$ cat src/rtl/merge_ctrl.sv
`default_nettype none
// ============================================================================
//  Module      : merge_ctrl
//  Description : Frame controller between a UART byte receiver and a sample
//                merge datapath. Hunts for a two-byte header (SYNC_A, SYNC_B),
//                latches a sample count N, forwards N*BPS payload bytes to the
//                merge datapath one cycle after reception, counts merged
//                samples handed to the demodulator and reports frame
//                completion or frame errors (zero length, timeout, overrun).
//  Revision    : 1.0 - initial release
// ----------------------------------------------------------------------------
//  Ports
//    clk              : single clock, rising edge
//    rst              : synchronous active-high reset
//    uart_valid_i     : one-cycle strobe, uart_data_i holds a received byte
//    uart_data_i[7:0] : received UART byte
//    merge_finished_i : merge datapath completed one 2*WIDTH sample
//    demod_ready_i    : demodulator can accept a sample this cycle
//    merge_en_o       : consume merge_byte_o this cycle
//    merge_byte_o[7:0]: payload byte forwarded to the merge datapath
//    sample_valid_o   : merged sample presented to the demodulator
//    frame_active_o   : frame in progress (LEN, STREAM, DRAIN)
//    frame_done_o     : one-cycle pulse on normal frame completion
//    err_o            : one-cycle pulse on a frame error
//    err_code_o[1:0]  : last error cause (01 zero len, 10 timeout, 11 overrun)
// ============================================================================
module merge_ctrl #(
    parameter int         WIDTH   = 16,
    parameter logic [7:0] SYNC_A  = 8'hA5,
    parameter logic [7:0] SYNC_B  = 8'h5A,
    parameter int         TIMEOUT = 1024
) (
    input  logic       clk,
    input  logic       rst,
    input  logic       uart_valid_i,
    input  logic [7:0] uart_data_i,
    input  logic       merge_finished_i,
    input  logic       demod_ready_i,
    output logic       merge_en_o,
    output logic [7:0] merge_byte_o,
    output logic       sample_valid_o,
    output logic       frame_active_o,
    output logic       frame_done_o,
    output logic       err_o,
    output logic [1:0] err_code_o
);

    // Bytes per merged sample.
    localparam int c_BPS = (2 * WIDTH) / 8;

    // Idle counter only has to reach TIMEOUT-1 before the frame is aborted.
    localparam int                  c_IDLE_W    = $clog2(TIMEOUT + 1);
    localparam logic [c_IDLE_W-1:0] c_IDLE_LAST = c_IDLE_W'(TIMEOUT - 1);
    localparam logic [c_IDLE_W-1:0] c_IDLE_ONE  = c_IDLE_W'(1);

    localparam logic [2:0] c_ST_IDLE   = 3'd0;
    localparam logic [2:0] c_ST_SYNC2  = 3'd1;
    localparam logic [2:0] c_ST_LEN    = 3'd2;
    localparam logic [2:0] c_ST_STREAM = 3'd3;
    localparam logic [2:0] c_ST_DRAIN  = 3'd4;

    localparam logic [1:0] c_ERR_ZERO    = 2'b01;
    localparam logic [1:0] c_ERR_TIMEOUT = 2'b10;
    localparam logic [1:0] c_ERR_OVERRUN = 2'b11;

    // ------------------------------------------------------------------------
    // State and datapath registers
    // ------------------------------------------------------------------------
    logic [2:0]          state_q,      state_d;
    logic [7:0]          len_q,        len_d;
    logic [15:0]         byte_cnt_q,   byte_cnt_d;
    logic [7:0]          sample_cnt_q, sample_cnt_d;
    logic [c_IDLE_W-1:0] idle_cnt_q,   idle_cnt_d;
    logic                merge_en_q,   merge_en_d;
    logic [7:0]          merge_byte_q, merge_byte_d;
    logic                frame_done_q, frame_done_d;
    logic                err_q,        err_d;
    logic [1:0]          err_code_q,   err_code_d;

    // ------------------------------------------------------------------------
    // Decoded conditions
    // ------------------------------------------------------------------------
    logic        w_in_stream;
    logic        w_in_data;
    logic        w_active;
    logic        w_activity;
    logic        w_finish;
    logic        w_overrun;
    logic        w_timeout;
    logic [15:0] w_frame_bytes;
    logic        w_stream_full;
    logic        w_forward;
    logic [8:0]  w_sample_sum;
    logic        w_drain_done;
    logic        w_len_load;

    assign w_in_stream   = (state_q == c_ST_STREAM);
    assign w_in_data     = w_in_stream || (state_q == c_ST_DRAIN);
    assign w_active      = w_in_data || (state_q == c_ST_LEN);
    assign w_activity    = uart_valid_i || merge_finished_i;

    // Merged samples are only meaningful while payload is in flight.
    assign w_finish      = merge_finished_i && w_in_data;
    assign w_overrun     = w_finish && !demod_ready_i;
    assign w_timeout     = w_active && !w_activity && (idle_cnt_q == c_IDLE_LAST);

    assign w_frame_bytes = 16'(len_q) * 16'(c_BPS);
    assign w_stream_full = (byte_cnt_q == w_frame_bytes);

    // STREAM stays one more cycle after the final byte is captured so that
    // its merge_en_o pulse is still issued from within STREAM; any byte that
    // arrives once the payload is complete is dropped.
    assign w_forward     = w_in_stream && uart_valid_i && !w_stream_full;

    // Sample count including a completion arriving this very cycle.
    assign w_sample_sum  = {1'b0, sample_cnt_q} + {8'd0, w_finish};
    assign w_drain_done  = (state_q == c_ST_DRAIN) && (w_sample_sum >= {1'b0, len_q});

    assign w_len_load    = (state_q == c_ST_LEN) && uart_valid_i;

    // ------------------------------------------------------------------------
    // State register
    // ------------------------------------------------------------------------
    always_ff @(posedge clk) begin
        if (rst) begin
            state_q      <= c_ST_IDLE;
            len_q        <= 8'd0;
            byte_cnt_q   <= 16'd0;
            sample_cnt_q <= 8'd0;
            idle_cnt_q   <= '0;
            merge_en_q   <= 1'b0;
            merge_byte_q <= 8'd0;
            frame_done_q <= 1'b0;
            err_q        <= 1'b0;
            err_code_q   <= 2'b00;
        end else begin
            state_q      <= state_d;
            len_q        <= len_d;
            byte_cnt_q   <= byte_cnt_d;
            sample_cnt_q <= sample_cnt_d;
            idle_cnt_q   <= idle_cnt_d;
            merge_en_q   <= merge_en_d;
            merge_byte_q <= merge_byte_d;
            frame_done_q <= frame_done_d;
            err_q        <= err_d;
            err_code_q   <= err_code_d;
        end
    end

    // ------------------------------------------------------------------------
    // Next-state logic
    // ------------------------------------------------------------------------
    always_comb begin
        state_d = state_q;
        case (state_q)
            c_ST_IDLE: begin
                if (uart_valid_i && (uart_data_i == SYNC_A)) begin
                    state_d = c_ST_SYNC2;
                end
            end
            c_ST_SYNC2: begin
                if (uart_valid_i) begin
                    if (uart_data_i == SYNC_B) begin
                        state_d = c_ST_LEN;
                    end else if (uart_data_i == SYNC_A) begin
                        // A repeated first header byte may still start a header.
                        state_d = c_ST_SYNC2;
                    end else begin
                        state_d = c_ST_IDLE;
                    end
                end
            end
            c_ST_LEN: begin
                if (uart_valid_i) begin
                    state_d = (uart_data_i == 8'd0) ? c_ST_IDLE : c_ST_STREAM;
                end
            end
            c_ST_STREAM: begin
                if (w_stream_full) begin
                    state_d = c_ST_DRAIN;
                end
            end
            c_ST_DRAIN: begin
                if (w_drain_done) begin
                    state_d = c_ST_IDLE;
                end
            end
            default: begin
                state_d = c_ST_IDLE;
            end
        endcase

        // Abort conditions override every regular transition.
        if (w_overrun || w_timeout) begin
            state_d = c_ST_IDLE;
        end
    end

    // ------------------------------------------------------------------------
    // Counters, forwarded byte and status pulses
    // ------------------------------------------------------------------------
    always_comb begin
        len_d        = len_q;
        byte_cnt_d   = byte_cnt_q;
        sample_cnt_d = sample_cnt_q;
        idle_cnt_d   = '0;
        merge_en_d   = 1'b0;
        merge_byte_d = merge_byte_q;
        frame_done_d = 1'b0;
        err_d        = 1'b0;
        err_code_d   = err_code_q;

        // Counters are reloaded only here; errors leave them untouched.
        if (w_len_load) begin
            len_d        = uart_data_i;
            byte_cnt_d   = 16'd0;
            sample_cnt_d = 8'd0;
            if (uart_data_i == 8'd0) begin
                err_d      = 1'b1;
                err_code_d = c_ERR_ZERO;
            end
        end

        if (w_forward) begin
            merge_en_d   = 1'b1;
            merge_byte_d = uart_data_i;
            byte_cnt_d   = byte_cnt_q + 16'd1;
        end

        if (w_finish) begin
            sample_cnt_d = w_sample_sum[7:0];
        end

        if (w_active && !w_activity) begin
            idle_cnt_d = idle_cnt_q + c_IDLE_ONE;
        end

        // Overrun takes precedence over a completion in the same cycle.
        if (w_overrun) begin
            err_d      = 1'b1;
            err_code_d = c_ERR_OVERRUN;
        end else if (w_timeout) begin
            err_d      = 1'b1;
            err_code_d = c_ERR_TIMEOUT;
        end else if (w_drain_done) begin
            frame_done_d = 1'b1;
        end
    end

    // ------------------------------------------------------------------------
    // Outputs: forced low for the whole time reset is held, including the
    // first reset cycle before the registers have cleared.
    // ------------------------------------------------------------------------
    always_comb begin
        merge_en_o     = merge_en_q && !rst;
        merge_byte_o   = rst ? 8'd0 : merge_byte_q;
        sample_valid_o = w_finish && !rst;
        frame_active_o = w_active && !rst;
        frame_done_o   = frame_done_q && !rst;
        err_o          = err_q && !rst;
        err_code_o     = rst ? 2'b00 : err_code_q;
    end

endmodule
`default_nettype wire

$ cat config.mk
export PLATFORM = sky130hd
export DESIGN_NAME = merge_ctrl
export DESIGN_NICKNAME = d
export VERILOG_FILES = /design/src/rtl/merge_ctrl.sv
export SDC_FILE = /design/constraint.sdc
export NUM_CORES = 1
export LEC_CHECK = 0
export CAP_MARGIN = 20
export CORE_ASPECT_RATIO = 1.4
export CORE_UTILIZATION = 62
export CTS_CLUSTER_SIZE = 10
export DETAILED_ROUTE_END_ITERATION = 8
export HOLD_SLACK_MARGIN = 0.03
export PLACE_DENSITY_LB_ADDON = 0.08
export SLEW_MARGIN = 10
export SYNTH_ARGS = -nofsm -noshare
export SYNTH_HDL_FRONTEND = slang
export SYNTH_SLANG_ARGS = --single-unit
$ cat constraint.sdc
create_clock -name clk -period 8.8 [get_ports clk]
set_input_delay 1.76 -clock clk [delete_from_list [all_inputs] [get_ports clk]]
set_output_delay 1.76 -clock clk [all_outputs]
set_load 0.03 [all_outputs]
==> impl_metrics.ini <==
[yosys]
synth_fp_nets = 424
fraction_of_synthesized_area_in_multiplexers_pct = 0
synth_area_per_cell_um2 = 7.923
synth_adder_area_share_pct = 5.569
syn_area_um2 = 3146
synth_sequential_area_ratio_pct = 37.55
syn-instance-count = 397
combinational_family_with_the_most_area_after_synthesis = simple AND/OR/NAND/NOR gates
synth_ff_type = sky130_fd_sc_hd__dfxtp_1
complex_gate_fraction_of_the_synthesized_area_pct = 15.51
synthXorXnorAreaFrac_pct = 6.404
synth-edff-count = 0
yosys.area_share.simple_pct = 30.35
yosysUniqueCellTypes = 47
synth-seq-cells = 59
synth-async-reset-ratio_pct = 0
ys.warnings.count = 0

[cells_and_area]
finalNetCount = 448
layout.cells.most_common_list = 65 x sky130_fd_sc_hd__nand2_1, 59 x sky130_fd_sc_hd__dfxtp_1, 36 x sky130_fd_sc_hd__a21oi_1
multiInputGateArea_um2 = 1819
final_common_cell = sky130_fd_sc_hd__nand2_1
postLayoutCellArea_um2 = 3642
layout-drive-gt1-share_pct = 7.277
insertedDiodeCount = 0
area_growth_syn_to_layout_pct = 15.79
nFillCells = 391
finished_core_util_pct = 74.64
area.sequential_um2 = 1181

[power]
vdd.ir_drop.worst_uv = 136.3
p_leak_nw = 1.289
power-per-cell-area_nw_per_um2 = 146.5

[grt]
groute.usage.overall_pct = 28.11
grt_max_degree = 64
first_global_vias = 2675
grt_first_pass_wirelength_mm = 11.90
globalRoute.totalOverflow = 0
grt_antenna_before_repair = 0

[worst_setup_path]
largest_fanout_of_any_net_on_the_critical_path = 15
worst_ep_required_time_ns = 7.04
ff2ff_setup_slack_ns = 4.75
worstPathBufferInverterCount = 2
cp-end-kind = primary output
slowest_delay_ns = 0.71
critical_path.startpoint_type = input pin
critical_path_class = in -> out
slowest_cell_on_crit_path = sky130_fd_sc_hd__clkdlybuf4s50_1
cp_top_family = buffers and inverters
worst_ep_arrival_time_ns = 3.37
ff2ff_path_depth = 15
cpMostUsedCell = sky130_fd_sc_hd__clkdlybuf4s50_1
worst_r2r_endpoint = state_q[0]
r2r_start = state_q[0]
cp_cell_sequence = clkdlybuf4s50_1 -> o21ai_2 -> nor2_1 -> clkdlybuf4s50_1
cp.depth = 4

[routing]
final_antenna_net_count = 0
routed_via_density = 5.812
routed_wl_mm = 6.970
dr_total_vias = 2848
avgRoutedWirePerCell_um = 14.22
dr.pass1.iters = 5
detail_route.drc_violations = 0
drt_iter0_markers = 128

[clock_tree]
clkLatencyLatePin_ns = 0.34
numCtsBuffers = 9
cts_root_buffer = sky130_fd_sc_hd__clkbuf_8
cts_tree = built
h_tree_levels = 3
cts.repair.resized = 0
hold_buffers = 0
cts_num_sinks = 59
post-cts-setup-buffer-count = 0
ctsLongestPathBuffers = 2
clkTransAtPathRegs_ns = 0.06

[timing]
max_freq_mhz = 195.0
worst_slew_pin_slew_ns = 0.6155
fin_hold_ws_ns = 0.4486
slew-limit-headroom_pct = 58.97
rsz_0062_raised_after_global_routing = false
report.final.hold_viol_count = 0
layout_worst_path_cycle_share_pct = 58.26
finalCriticalPeriod_ns = 5.127
fin_ws_ns = 3.673
total_negative_setup_slacks_ns = 0
clock-skew-final_ns = 0.005766
timing_max_transition_violations_final = 0
count_of_final_setup_violators = 0

[run]
cap_viol_max_count = 0

[floorplanning]
placement_rows = 30
chipHeight_um = 86.28
overall_die_width_um = 62.20
floorplan.initialDensity_pct = 64.46
core_area_um2 = 4880
die_area_um2 = 5366
io_pins = 28

[placed_design]
numPortBuffers = 27
place_worst_setup_slack_ns = 3.586
hpwl_mm = 4.919
placed_area_um2 = 3432
finalWeightedCongestion = 0.8178

[min_path]
timing.hold.worst_path_depth = 2
timing.hold.worst.start = merge_byte_q[2]
min_to = merge_byte_q[2]
min_path_type = reg -> reg

[outcome]
status = completed
==> where the power goes <==
part	switching (mW)	total [mW]	internal [mW]
clock network	0.102	0.251	0.149
registers	0.0000779	0.267	0.267
logic	0.00982	0.0156	0.00582
total	0.112	0.534	0.422
==> sequential cells by signal (all words and copies together), names as in the netlist <==
signal and cells:
byte_cnt_q 16, err_code_q 2, err_q 1, frame_done_q 1, idle_cnt_q 11, len_q 8, merge_byte_q 8, merge_en_q 1
sample_cnt_q 8, state_q 3
==> through the flow <==
stage / total power, mW / instances
floorplan: 0.2794 / 397
global placement: 0.2886 / 473
detailed placement: 0.2886 / 474
CTS: 0.5366 / 490
global route: 0.5501 / 490
finish: 0.5336 / 490
==> tightest hold or removal path, delay by kind of cell, from the launching register on <==
family | cells | cell delay, ns
simple gates | 1 | 0.05
compound gates | 1 | 0.05
flops | 1 | 0.30
==> layout make-up <==
type / count / area share, %
repair buffers: 30 / 7.901
multi-input cells: 304 / 49.95
well taps: 64 / 2.199
clock buffers: 16 / 5.771
flip-flops and latches: 59 / 32.43
inverters: 17 / 1.752
==> worst max path at each step <==
stage | slack [ns] | end | from
floorplan | 4.28 | sample_valid_o | rst
global placement | 3.68 | state_q[1] | merge_finished_i
detailed placement | 3.59 | state_q[0] | merge_finished_i
CTS | 3.68 | sample_valid_o | merge_finished_i
global route | 3.62 | sample_valid_o | merge_finished_i
finish | 3.67 | sample_valid_o | merge_finished_i
==> layer usage <==
layer	global-route usage [%]	share of wire (%)
met5	0	0
met4	14.38	1.8
met3	6.447	4.9
met2	48.35	50
met1	32.73	43
==> kinds of logic (layout without fill, tap and decap cells) <==
logic type               after synthesis  count (layout)
AND/OR/NAND/NOR                      188             188
AO/OA/AOI/OAI                         79              79
flip-flops                            59              59
buffers and inverters                 34              63
XOR/XNOR                              23              23
adder cells (fa/ha/maj)               14              14
==> cells in the mapped netlist, drive strengths merged (2+ instances only) <==
library cell,instances,area share [%]
nand4,15,3.0
nor3b,6,1.4
or2,2,0.48
o21ai,19,3.3
o311ai,5,1.4
inv,17,2.0
dfxtp,59,38
xnor2,14,3.9
nor4,2,0.40
nor2b,15,3.0
and3b,2,0.68
nand2,67,8.2
ha,14,5.6
o2111ai,4,1.1
nor3,9,1.8
nand3,17,2.7
o41ai,3,0.84
xor2,9,2.5
a21oi,36,5.7
buf,5,1.2
nor2,30,3.6
or4,6,1.6
clkbuf,12,1.4
a21o,4,0.99
and3,13,2.6
o31ai,2,0.48
No activity file was read; power rests on OpenSTA's default activity.
